`src/rtl/decode_imm_stage.sv`:
```
// IF->ID stage: classifies LA32R opcodes, generates the immediate and buffers
// decoded entries in an output register plus one skid register.

package cpu_define;
    typedef enum logic [2:0] {
        ITYPE_NONE = 3'd0,
        ITYPE_I8   = 3'd1,
        ITYPE_I12  = 3'd2,
        ITYPE_I14  = 3'd3,
        ITYPE_I16  = 3'd4,
        ITYPE_I20  = 3'd5,
        ITYPE_I21  = 3'd6,
        ITYPE_I26  = 3'd7
    } itype_e;
endpackage

module imm_gen
    import cpu_define::*;
(
    input  itype_e      itype,
    input  logic        is_unsign,
    input  logic [25:0] instr_lo,
    output logic [31:0] imm
);
    always_comb begin
        imm = '0;
        case (itype)
            ITYPE_I8:  imm = {27'b0, instr_lo[14:10]};
            ITYPE_I12: imm = is_unsign ? {20'b0, instr_lo[21:10]}
                                       : {{20{instr_lo[21]}}, instr_lo[21:10]};
            ITYPE_I14: imm = {{16{instr_lo[23]}}, instr_lo[23:10], 2'b0};
            ITYPE_I16: imm = {{14{instr_lo[25]}}, instr_lo[25:10], 2'b0};
            ITYPE_I20: imm = {instr_lo[24:5], 12'b0};
            ITYPE_I21: imm = {{11{instr_lo[4]}}, instr_lo[4:0], instr_lo[25:10]};
            ITYPE_I26: imm = {{4{instr_lo[9]}}, instr_lo[9:0], instr_lo[25:10], 2'b0};
            default:   imm = '0;
        endcase
    end
endmodule

module decode_imm_stage
    import cpu_define::*;
#(
    parameter int PC_W  = 32,
    parameter int CNT_W = 16
) (
    input  logic             clk,
    input  logic             rst,
    input  logic             flush,
    input  logic             in_valid,
    output logic             in_ready,
    input  logic [31:0]      in_instr,
    input  logic [PC_W-1:0]  in_pc,
    output logic             out_valid,
    input  logic             out_ready,
    output logic [31:0]      out_instr,
    output logic [PC_W-1:0]  out_pc,
    output itype_e           out_itype,
    output logic [31:0]      out_imm,
    output logic             out_illegal,
    output logic [CNT_W-1:0] stall_cnt
);
    typedef struct packed {
        logic [31:0]     instr;
        logic [PC_W-1:0] pc;
        itype_e          itype;
        logic [31:0]     imm;
        logic            illegal;
    } entry_t;

    typedef enum logic [1:0] {ST_EMPTY, ST_FULL1, ST_FULL2} state_e;

    state_e      state;
    entry_t      out_q;
    entry_t      skid_q;
    entry_t      dec;
    itype_e      dec_itype;
    logic        dec_unsign;
    logic        dec_illegal;
    logic [31:0] dec_imm;
    logic        accept;
    logic        consume;

    assign accept  = in_valid & in_ready;
    assign consume = out_valid & out_ready;

    // Opcode classes are checked widest-prefix first; first match wins.
    always_comb begin
        dec_itype   = ITYPE_NONE;
        dec_unsign  = 1'b0;
        dec_illegal = 1'b0;
        if (in_instr[31:15] inside {17'h00081, 17'h00089, 17'h00091}) begin
            dec_itype = ITYPE_I8;
        end else if (in_instr[31:22] inside {10'h00A, 10'h008, 10'h009, 10'h0A2, 10'h0A6}) begin
            dec_itype = ITYPE_I12;
        end else if (in_instr[31:22] inside {10'h00D, 10'h00E, 10'h00F}) begin
            dec_itype  = ITYPE_I12;
            dec_unsign = 1'b1;
        end else if (in_instr[31:24] inside {8'h20, 8'h21}) begin
            dec_itype = ITYPE_I14;
        end else if (in_instr[31:25] inside {7'h0A, 7'h0E}) begin
            dec_itype = ITYPE_I20;
        end else if (in_instr[31:26] inside {6'h10, 6'h11}) begin
            dec_itype = ITYPE_I21;
        end else if (in_instr[31:26] inside {6'h13, [6'h16:6'h1B]}) begin
            dec_itype = ITYPE_I16;
        end else if (in_instr[31:26] inside {6'h14, 6'h15}) begin
            dec_itype = ITYPE_I26;
        end else begin
            dec_illegal = 1'b1;
        end
    end

    imm_gen u_imm_gen (
        .itype     (dec_itype),
        .is_unsign (dec_unsign),
        .instr_lo  (in_instr[25:0]),
        .imm       (dec_imm)
    );

    assign dec = '{instr: in_instr, pc: in_pc, itype: dec_itype,
                   imm: dec_imm, illegal: dec_illegal};

    // NOTE: sequential state uses non-blocking assignments so every register
    // samples the pre-edge values, independent of statement order.
    always_ff @(posedge clk or posedge rst) begin
        if (rst) begin
            state     <= ST_EMPTY;
            out_valid <= 1'b0;
            in_ready  <= 1'b1;
            out_q     <= '0;
            skid_q    <= '0;
        end else if (flush) begin
            state     <= ST_EMPTY;
            out_valid <= 1'b0;
            in_ready  <= 1'b1;
        end else begin
            case (state)
                ST_EMPTY: begin
                    if (accept) begin
                        out_q     <= dec;
                        out_valid <= 1'b1;
                        state     <= ST_FULL1;
                    end
                end
                ST_FULL1: begin
                    if (consume && !accept) begin
                        out_valid <= 1'b0;
                        state     <= ST_EMPTY;
                    end else if (consume && accept) begin
                        out_q <= dec;
                    end else if (accept) begin
                        skid_q   <= dec;
                        in_ready <= 1'b0;
                        state    <= ST_FULL2;
                    end
                end
                ST_FULL2: begin
                    // in_ready is low here, so only a consume can happen.
                    if (consume) begin
                        out_q    <= skid_q;
                        in_ready <= 1'b1;
                        state    <= ST_FULL1;
                    end
                end
                default: begin
                    state     <= ST_EMPTY;
                    out_valid <= 1'b0;
                    in_ready  <= 1'b1;
                end
            endcase
        end
    end

    // Flush deliberately leaves the counter alone; it measures back-pressure
    // seen since reset.
    always_ff @(posedge clk or posedge rst) begin
        if (rst) begin
            stall_cnt <= '0;
        end else if (out_valid && !out_ready && (stall_cnt != {CNT_W{1'b1}})) begin
            stall_cnt <= stall_cnt + 1'b1;
        end
    end

    assign out_instr   = out_q.instr;
    assign out_pc      = out_q.pc;
    assign out_itype   = out_q.itype;
    assign out_imm     = out_q.imm;
    assign out_illegal = out_q.illegal;

endmodule
```
`config.mk`:
```
export PLATFORM = sky130hd
export DESIGN_NAME = decode_imm_stage
export DESIGN_NICKNAME = d
export VERILOG_FILES = /design/src/rtl/decode_imm_stage.sv
export SDC_FILE = /design/constraint.sdc
export NUM_CORES = 1
export LEC_CHECK = 0
export BUFFER_PORTS_ARGS = -buffer_cell sky130_fd_sc_hd__buf_2
export CAP_MARGIN = 10
export CORE_MARGIN = 2
export CORE_UTILIZATION = 50
export CTS_CLUSTER_DIAMETER = 40
export DETAILED_ROUTE_END_ITERATION = 7
export MAX_ROUTING_LAYER = met4
export PLACE_DENSITY = 0.73
export SLEW_MARGIN = 0
export SYNTH_ARGS = -nofsm -noshare
export SYNTH_HDL_FRONTEND = slang
export SYNTH_SLANG_ARGS = --single-unit
```
`constraint.sdc`:
```
create_clock -name clk -period 9.9 [get_ports clk]
set_input_delay 1.98 -clock clk [delete_from_list [all_inputs] [get_ports clk]]
set_output_delay 1.98 -clock clk [all_outputs]
set_load 0.02 [all_outputs]
```
After elaboration in Yosys (flattened, before gate mapping)
Index checks and enable logic that the tools add are counted.

Register bits after elaboration: 220. Bits in latches: 0. RAM bits: 0. Memory bits (read-only): 0. Input port bits: 69. Output and inout port bits: 118. Memories kept: 0.

Add/sub/neg operators: 1. Multiply operators: 0. Div/mod/pow operators: 0. Magnitude comparators: 2. Equality and inequality tests: 44. Shift operators: 0. Muxes and demuxes: 43. Bitwise logic cells: 5. Reduce and logical (&&, ||, !) cells: 22.

Operators with widths (count): 100-bit 2-to-1 mux (4); 100-bit one-hot mux with 3 select lines (1); 32-bit one-hot mux with 7 select lines (1); 10-bit by 4-bit == test with 1-bit output (second input constant) (6); 17-bit by 8-bit == test with 1-bit output (second input constant) (3); 32-bit 2-to-1 mux (1); 6-bit by 5-bit == test with 1-bit output (second input constant) (5); 3-bit 2-to-1 mux (8); 10-bit by 8-bit == test with 1-bit output (second input constant) (2); 1-bit 2-to-1 mux (19); 3-bit inequality test (second input constant) (6); 16-bit by 1-bit adder with 16-bit output (second input constant) (1); 8-bit by 6-bit == test with 1-bit output (second input constant) (2); 16-bit inequality test (second input constant) (1); 7-bit by 4-bit == test with 1-bit output (second input constant) (2); 3-bit == test (second input constant) (4); 2-bit 2-to-1 mux (6); 2-bit inequality test (second input constant) (6); 5-bit AND reduction (2); 2-bit nonzero test (5); 3-bit nonzero test (3); 4-bit inequality test (second input constant) (2); 3-bit by 2-bit == test with 1-bit output (second input constant) (2); 6-bit by 5-bit >= comparator with 1-bit output (second input constant) (1); 15 further kinds (24).

Depth between registers and ports, before layout
Gate-level depths: netlist of run 1.

Depth after elaboration: 15. Gate-level depth with buffers: 9.

Cells and area by module
From an unflattened synthesis of run 1, not the netlist that was laid out.

Cells, all modules: 891. Area total of the unflattened synthesis: 10277.4 µm².

By module, submodules not included: decode_imm_stage (instances 1, cells an instance 772, area each 9410.3 µm², sequential area each 5506.5 µm²); imm_gen (instances 1, cells an instance 119, area each 867.1 µm², sequential area each 0.0 µm²).

Worst setup path before layout of run 1
Ideal clock, no wire load.

Path kind: input-to-reg. Start point: input port in_instr[29]. End point: register skid_q[22] (netlist bit). Library setup time: 126 ps. Arrival: 3618 ps. Data required time: 9774 ps. Path slack: 6156 ps. Stages on the path: 9. Cells stage by stage: buf_6 > nor4b_4 > and2_1 > buf_6 > nor3b_2 > o2111a_4 > a31o_4 > buf_6 > o32a_1.

Longest elaborated chain between the ends: 12. Elaborated cells between the ends (all ways): 51.

Ends and longest elaborated chain: start: declaration (line 52) `input logic [31:0] in_instr,`; 6-bit by 5-bit >= comparator with 1-bit output (tied with other cells) (line 105) `end else if (in_instr[31:26] inside {6'h13, [6'h16:6'h1B]}) begin`; 1-bit logical AND or 2-bit nonzero test (tied branches) (line 105, 107); 2-bit nonzero test or 3-bit 2-to-1 mux (tied branches) (line 105, 107); 3-bit 2-to-1 mux (line 105); 3-bit 2-to-1 mux (line 103) `end else if (in_instr[31:26] inside {6'h10, 6'h11}) begin`; 3-bit 2-to-1 mux (line 101) `end else if (in_instr[31:25] inside {7'h0A, 7'h0E}) begin`; 3-bit 2-to-1 mux (line 99) `end else if (in_instr[31:24] inside {8'h20, 8'h21}) begin`; 3-bit 2-to-1 mux (line 96) `end else if (in_instr[31:22] inside {10'h00D, 10'h00E, 10'h00F}) begin`; 3-bit 2-to-1 mux (line 94) `end else if (in_instr[31:22] inside {10'h00A, 10'h008, 10'h009, 10'h0A2, 10'h0A6}) begin`; 3-bit 2-to-1 mux (line 92) `if (in_instr[31:15] inside {17'h00081, 17'h00089, 17'h00091}) begin`; 3-bit == test (tied with other cells) (line 27) `case (itype)`; 32-bit one-hot mux with 7 select lines (*) (line 27); end signal: assignment (line 132) `skid_q <= '0;`; end signal: assignment (line 153) `skid_q <= dec;`; end: declaration (line 75) `entry_t skid_q;`.

Every way passes the cells marked *; elsewhere a longest branch is shown, timed or not. A chain may end at the register's enable or synchronous reset.

Worst setup path after layout of run 1
Start point: input port in_valid. End point: register out_q, in the netlist out_imm[7].

Longest elaborated chain between the ends: 5. Elaborated cells between the ends (all ways): 8.

Ends and longest elaborated chain: start: declaration (line 50) `input logic in_valid,`; 1-bit AND (*) (line 84) `assign accept = in_valid & in_ready;`; 1-bit zero test (line 147) `if (consume && !accept) begin`; 1-bit logical AND (line 147); 2-bit inequality test (no line); 6-bit AND reduction (no line) (*); end signal: assignment (line 161) `out_q <= skid_q;`; end: declaration (line 74) `entry_t out_q;`.

Marked as above.

==> results of run 1 <==
-- cells in the mapped netlist (7+ instances only) --
master and instances:
dfrtp_1 219, nor3_1 8, or3_1 18, nand3_1 16
clkbuf_1 64, a21o_1 8, a32oi_1 7, a21oi_1 33
a31oi_1 83, buf_2 9, o21ai_0 54, nand2_1 369
inv_1 9, nor2_1 107, o32a_1 11, xor2_1 9
-- critical path: cells and delay by family --
kind	cells	cell delay (ns)
buf+inv	2	0.99
compound gates	5	1.53
simple gates	1	0.16
-- final cells by class --
type                       count  area share
antenna                        1    0.000209
clock buffer                  38      0.0704
clock inverter                19      0.0183
inverter                       9     0.00345
multi-input combinational    804       0.338
sequential                   220       0.460
tap                          265      0.0277
timing repair buffer         192      0.0819
-- per-stage QoR --
stage / worst slack [ns] / cell area (um^2)
2_1_floorplan: 1.90 / 9850
3_3_place_gp: 4.94 / 10900
3_5_place_dp: 4.91 / 10900
4_1_cts: 5.48 / 11900
5_1_grt: 5.35 / 12000
6_report: 5.64 / 12000
-- routing by layer --
layer  share of wire  track usage  vias up
met5               0            -        -
met3           0.080       0.0417       37
li1                -            -     4089
met2            0.46        0.398      344
met1            0.44        0.364     4163
met4           0.019       0.0644        0
-- power breakdown --
part	leakage [nW]	switching (mW)	internal, mW
clock	0.519	0.422	0.691
combinational	2.60	0.600	0.329
sequential	2.66	0.201	1.25
total	5.78	1.22	2.28
-- path summary, 6_finish.rpt --
path,startpoint,end,slack [ns],cells after the start
max in group asynchronous,rst,skid_q[13],6.65,3
min reg2reg,skid_q[66],skid_q[66],0.47,2
max reg2reg,state[1],out_imm[7],6.60,7
min,skid_q[66],skid_q[66],0.47,2
min in group asynchronous,rst,out_pc[17],1.66,2
max,in_valid,out_imm[7],5.64,8
-- sequential cells by signal (all words and copies together) (netlist names) --
register,count
skid_q,100
out_pc,32
state,2
out_imm,32
out_instr,32
stall_cnt,16
in_ready,1
out_itype,3
out_illegal,1
out_valid,1
-- cells by family (layout without fill, tap and decap cells) --
kind of cell	Yosys count	after routing	share of synthesized area
mux	6	6	0.00648
simple gates	551	551	0.230
xor+xnor	15	15	0.0133
fa+ha+maj	1	1	0.00127
buf+inv	86	258	0.0362
other cells	0	1	0
compound gates	231	231	0.154
flops	220	220	0.559
==> flow_summary.toml, run 1 <==
[status]
status = "completed"

[timing]
hold_viol = 0
worst_slew_pin_slew_ns = 1.19
setup_violations = 0
whs_ns = 0.471
rsz0062_at_grt = "false"
fmax_mhz = 235
timing.slew.headroom = 0.206
period_minus_slack_ns = 4.26
clock_skew_ns = 0.0165
setup-tns-final_ns = 0
slew_violations = 0
fin_crit_sh = 0.431

[logic_synthesis]
synth-edff-count = 0
synth_area_leaders = "dfrtp_1 (56%), nand2_1 (14%), a31oi_1 (5.3%)"
synth_nets = 1180
yosys.area.top_type = "dfrtp_1"
seq_area_frac_synth = 0.559
synth_warnings = 0
ys_seq_elements = 220
syn-mean-instance-area_um2 = 8.88
synthFlopType = "dfrtp_1"
synth_cell_types = 53
syn_inst = 1110
synth_top_area_frac = 0.556
async_reset_ff_frac = 1.00
syn-cell-area_mm2 = 0.00985

[floorplan]
die_h_um = 144
rows = 51
start_util = 0.508
die_area_mm2 = 0.0208
io_pins = 187
dieWidth_um = 144
design.core.area_mm2 = 0.0194

[setup_path]
path_cells = "buf_2 > nand3b_1 > a21oi_1 > o21ba_4 > buf_4 > o21ai_0 > a21oi_1 > a21o_1"
critPathMaxStageDelay_ns = 0.89
critPathMaxFanout = 107
worstPathRequired_ns = 10.37
cpMaxStageDelayCell = "buf_4"
cp.arrival_ns = 4.74
startpoint_type = "primary input"
worstSetupEndpointType = "register"
cp_common_cell = "a21oi_1"
crit_type = "primary input to register"

[place]
portBuffers = 186
gp_congestion = 0.910
dp_hpwl_um = 16500
placed_cells = 1488

[clocking]
clockBufferDepth = 3
path_clk_slew_ns = 0.06
cts_resized = 0
cts_hold_buf = 0
postCtsSetupRepairBufs = 0
htreeDepth = 1
clock-sinks = 220
clock_latency_ns = 0.55
cts_buffers = 31
cts_root_buffer = "clkbuf_16"
cts_tree = "built"

[grt]
grt_max_degree = 148
grt_pass1_wl_um = 42000
grt_pass1_vias = 7924
grt.overflow.total = 0
grtUsageTotal = 0.259
grt_antenna_before_repair = 1

[layout]
instances_no_fill = 1548
drive_above_1_share = 0.205
post-route-util = 0.617
layout_commonest_cell = "nand2_1"
multiInputGateArea_mm2 = 0.00404
synthToLayoutAreaGrowth_pct = 21.4
nets = 1328
nFillCells = 1681
seq_area_mm2 = 0.00551
final_cell_mix = "nand2_1 (369), dfrtp_1 (219), buf_2 (186)"

[drt]
drc = 0
postRouteAntennaNets = 0
drt-total-wl_um = 26200
dr.first_iter.drc_count = 729
vias = 8633
wl_per_cell_um = 16.9
dr.pass1.iters = 8
detail_route.vias_per_cell = 5.58

[pwr]
vdd_ir_drop_max_v = 0.000179
leakagePower_nw = 5.78
power.density_mw_per_mm2 = 292
p_total_mw = 3.50

[worst_hold_path]
hp-class = "register to register"

[run]
max_cap_violations = 0
Note: power is estimated with default switching activity, not from simulation.
==> inputs of run 2 (changes only) <==
--- a/config.mk
+++ b/config.mk
@@ -5,6 +5,7 @@
 export SDC_FILE = /design/constraint.sdc
 export NUM_CORES = 1
 export LEC_CHECK = 0
+export ABC_AREA = 1
 export BUFFER_PORTS_ARGS = -buffer_cell sky130_fd_sc_hd__buf_2
 export CAP_MARGIN = 10
 export CORE_MARGIN = 2
@@ -12,7 +13,7 @@
 export CTS_CLUSTER_DIAMETER = 40
 export DETAILED_ROUTE_END_ITERATION = 7
 export MAX_ROUTING_LAYER = met4
-export PLACE_DENSITY = 0.73
+export PLACE_DENSITY = 0.76
 export SLEW_MARGIN = 0
 export SYNTH_ARGS = -nofsm -noshare
 export SYNTH_HDL_FRONTEND = slang
==> constraint.sdc (replaced) <==
create_clock -name clk -period 3.9 [get_ports clk]
set_input_delay 0.78 -clock clk [delete_from_list [all_inputs] [get_ports clk]]
set_output_delay 0.78 -clock clk [all_outputs]
set_load 0.02 [all_outputs]
==> run 2 against run 1 <==
  * Non-clock buffer count up 4
  * First-iteration DRC count down 4.4%
  * Critical path depth down 1
==> flow_summary.toml, run 2 <==
[run]
max_cap_violations = 0

[setup_path]
r2r_setup_slack_ns = 1.58
crit_type = "register to register"
worstPathRequired_ns = 4.29
critPathMaxFanout = 49
cp.arrival_ns = 2.72
critPathLaunch = "in_ready"
worstSetupEndpointType = "register"
startpoint_type = "register"
r2r_start = "in_ready"

[pwr]
vdd_ir_drop_max_v = 0.000403
power.density_mw_per_mm2 = 771
p_total_mw = 9.73
leakagePower_nw = 6.71

[layout]
synthToLayoutAreaGrowth_pct = 22.3
drive_above_1_share = 0.196
seq_area_mm2 = 0.00551
largest_register_ffs = 100
nFillCells = 1802
nets = 1542
layout_commonest_cell = "nand2_1"
final_cell_mix = "nand2_1 (496), dfrtp_1 (219), buf_2 (186)"
multiInputGateArea_mm2 = 0.00428
regMostFlops = "skid_q"

[clocking]
htreeDepth = 2
clock-sinks = 220
clockBufferDepth = 3
cts_hold_buf = 0
path_clk_slew_ns = 0.06
cts_tree = "built"
clock_latency_ns = 0.49
postCtsSetupRepairBufs = 0
cts_resized = 0
cts_root_buffer = "clkbuf_16"
cts_buffers = 34

[logic_synthesis]
synth_most_common_cell = "nand2_1"
synthFlopType = "dfrtp_1"
synth_nets = 1384
syn_inst = 1314
yosys.area.top_type = "dfrtp_1"
seq_area_frac_synth = 0.533
synth_cell_types = 35
syn-mean-instance-area_um2 = 7.86
synth-edff-count = 0
syn-cell-area_mm2 = 0.0103
synth_warnings = 0
synth_common_cells = "nand2_1 (498), dfrtp_1 (219), nor2_1 (179)"
async_reset_ff_frac = 1.00
ys_seq_elements = 220
synth_top_area_frac = 0.531
synth_area_leaders = "dfrtp_1 (53%), nand2_1 (18%), nor2_1 (6.5%)"

[place]
gp_congestion = 0.908
dp_hpwl_um = 18000
portBuffers = 186

[drt]
vias = 9363
drt-total-wl_um = 27400
detail_route.vias_per_cell = 5.29
drc = 0
dr.pass1.iters = 7
wl_per_cell_um = 15.5
dr.first_iter.drc_count = 697
postRouteAntennaNets = 0

[timing]
timing.slew.headroom = 0.222
setup-tns-final_ns = 0
hold_viol = 0
whs_ns = 0.253
rsz0062_at_grt = "false"
fin_crit_sh = 0.596
worst_slew_pin_slew_ns = 1.17
period_minus_slack_ns = 2.32
slew_violations = 0
clock_skew_ns = 0.0163
fmax_mhz = 430
setup_violations = 0

[grt]
grt_antenna_before_repair = 4
grtUsageTotal = 0.260
grt_pass1_wl_um = 44600
grt.overflow.total = 0
grt_max_degree = 107
grt_pass1_vias = 8813

[floorplan]
io_pins = 187
rows = 52
die_area_mm2 = 0.0218
die_h_um = 148
dieWidth_um = 148
design.core.area_mm2 = 0.0202
start_util = 0.510

[status]
status = "completed"

[worst_hold_path]
hp-class = "primary input to async pin"
run 2: cell count changes in the layout (fill, tap and decap cells not counted), sizes merged, moves of 10 or more:
cell	change
a21oi	-23
clkbuf	+10
inv	+45
nand2	+144
nand3	+15
nand4	+25
nor2	+78
o21ai	+14
o22ai	+14
o32a	-11
or3	-18
run 2: path summary, 6_finish.rpt:
kind / to / depth (start not counted)
setup / recovery: skid_q[12] / 7
setup reg to reg: skid_q[12] / 7
hold reg to reg: out_itype[1] / 2
max in group asynchronous: skid_q[0] / 3
hold / removal: out_instr[6] / 2
min in group clk: out_itype[1] / 2
run 2: worst max-delay path, cell delays in order (launching register included):
cell and delay [ns]:
dfstp_2 0.53, nand2_1 0.11, nor2_1 0.25, nand2_4 0.22
inv_2 0.51, buf_12 0.29, nor2_1 0.07, a31oi_1 0.20
run 2: cell type report:
cell class | instances | area share
timing repair buffer | 196 | 0.0826
multi-input combinational | 957 | 0.339
antenna | 4 | 0.000793
inverter | 63 | 0.0195
sequential | 220 | 0.436
tap | 270 | 0.0268
clock buffer | 48 | 0.0822
clock inverter | 13 | 0.0129
run 2: per-layer routing:
metal / vias to the layer above / global-route usage / wire [um] / part of all wire
li1: 4556 / - / - / -
met1: 4426 / 0.344 / 11800 / 0.43
met2: 335 / 0.406 / 12800 / 0.47
met3: 46 / 0.0503 / 2080 / 0.076
met4: 0 / 0.0894 / 803 / 0.029
met5: - / - / 0 / 0
run 2: cell families after synthesis:
family          Yosys count  synth area share
compound gates          171            0.0949
xor+xnor                 15            0.0127
fa+ha+maj                 1           0.00121
buf+inv                 137            0.0538
flops                   220             0.533
simple gates            770             0.304
run 2: power breakdown:
part,total [mW],switching [mW],internal (mW)
Sequential,3.79,0.530,3.26
Combinational,2.82,1.85,0.963
Clock,3.12,1.06,2.06
Total,9.73,3.45,6.28
run 2: stage by stage:
stage | cells | worst slack, ns | cell area (um^2) | util
2_1_floorplan | 1314 | 0.253 | 10300 | -
3_3_place_gp | 1706 | 1.21 | 11400 | 0.564
3_5_place_dp | 1706 | 1.15 | 11400 | 0.564
4_1_cts | 1767 | 1.58 | 12600 | 0.623
5_1_grt | 1771 | 1.39 | 12600 | 0.624
6_report | 1771 | 1.58 | 12600 | 0.624
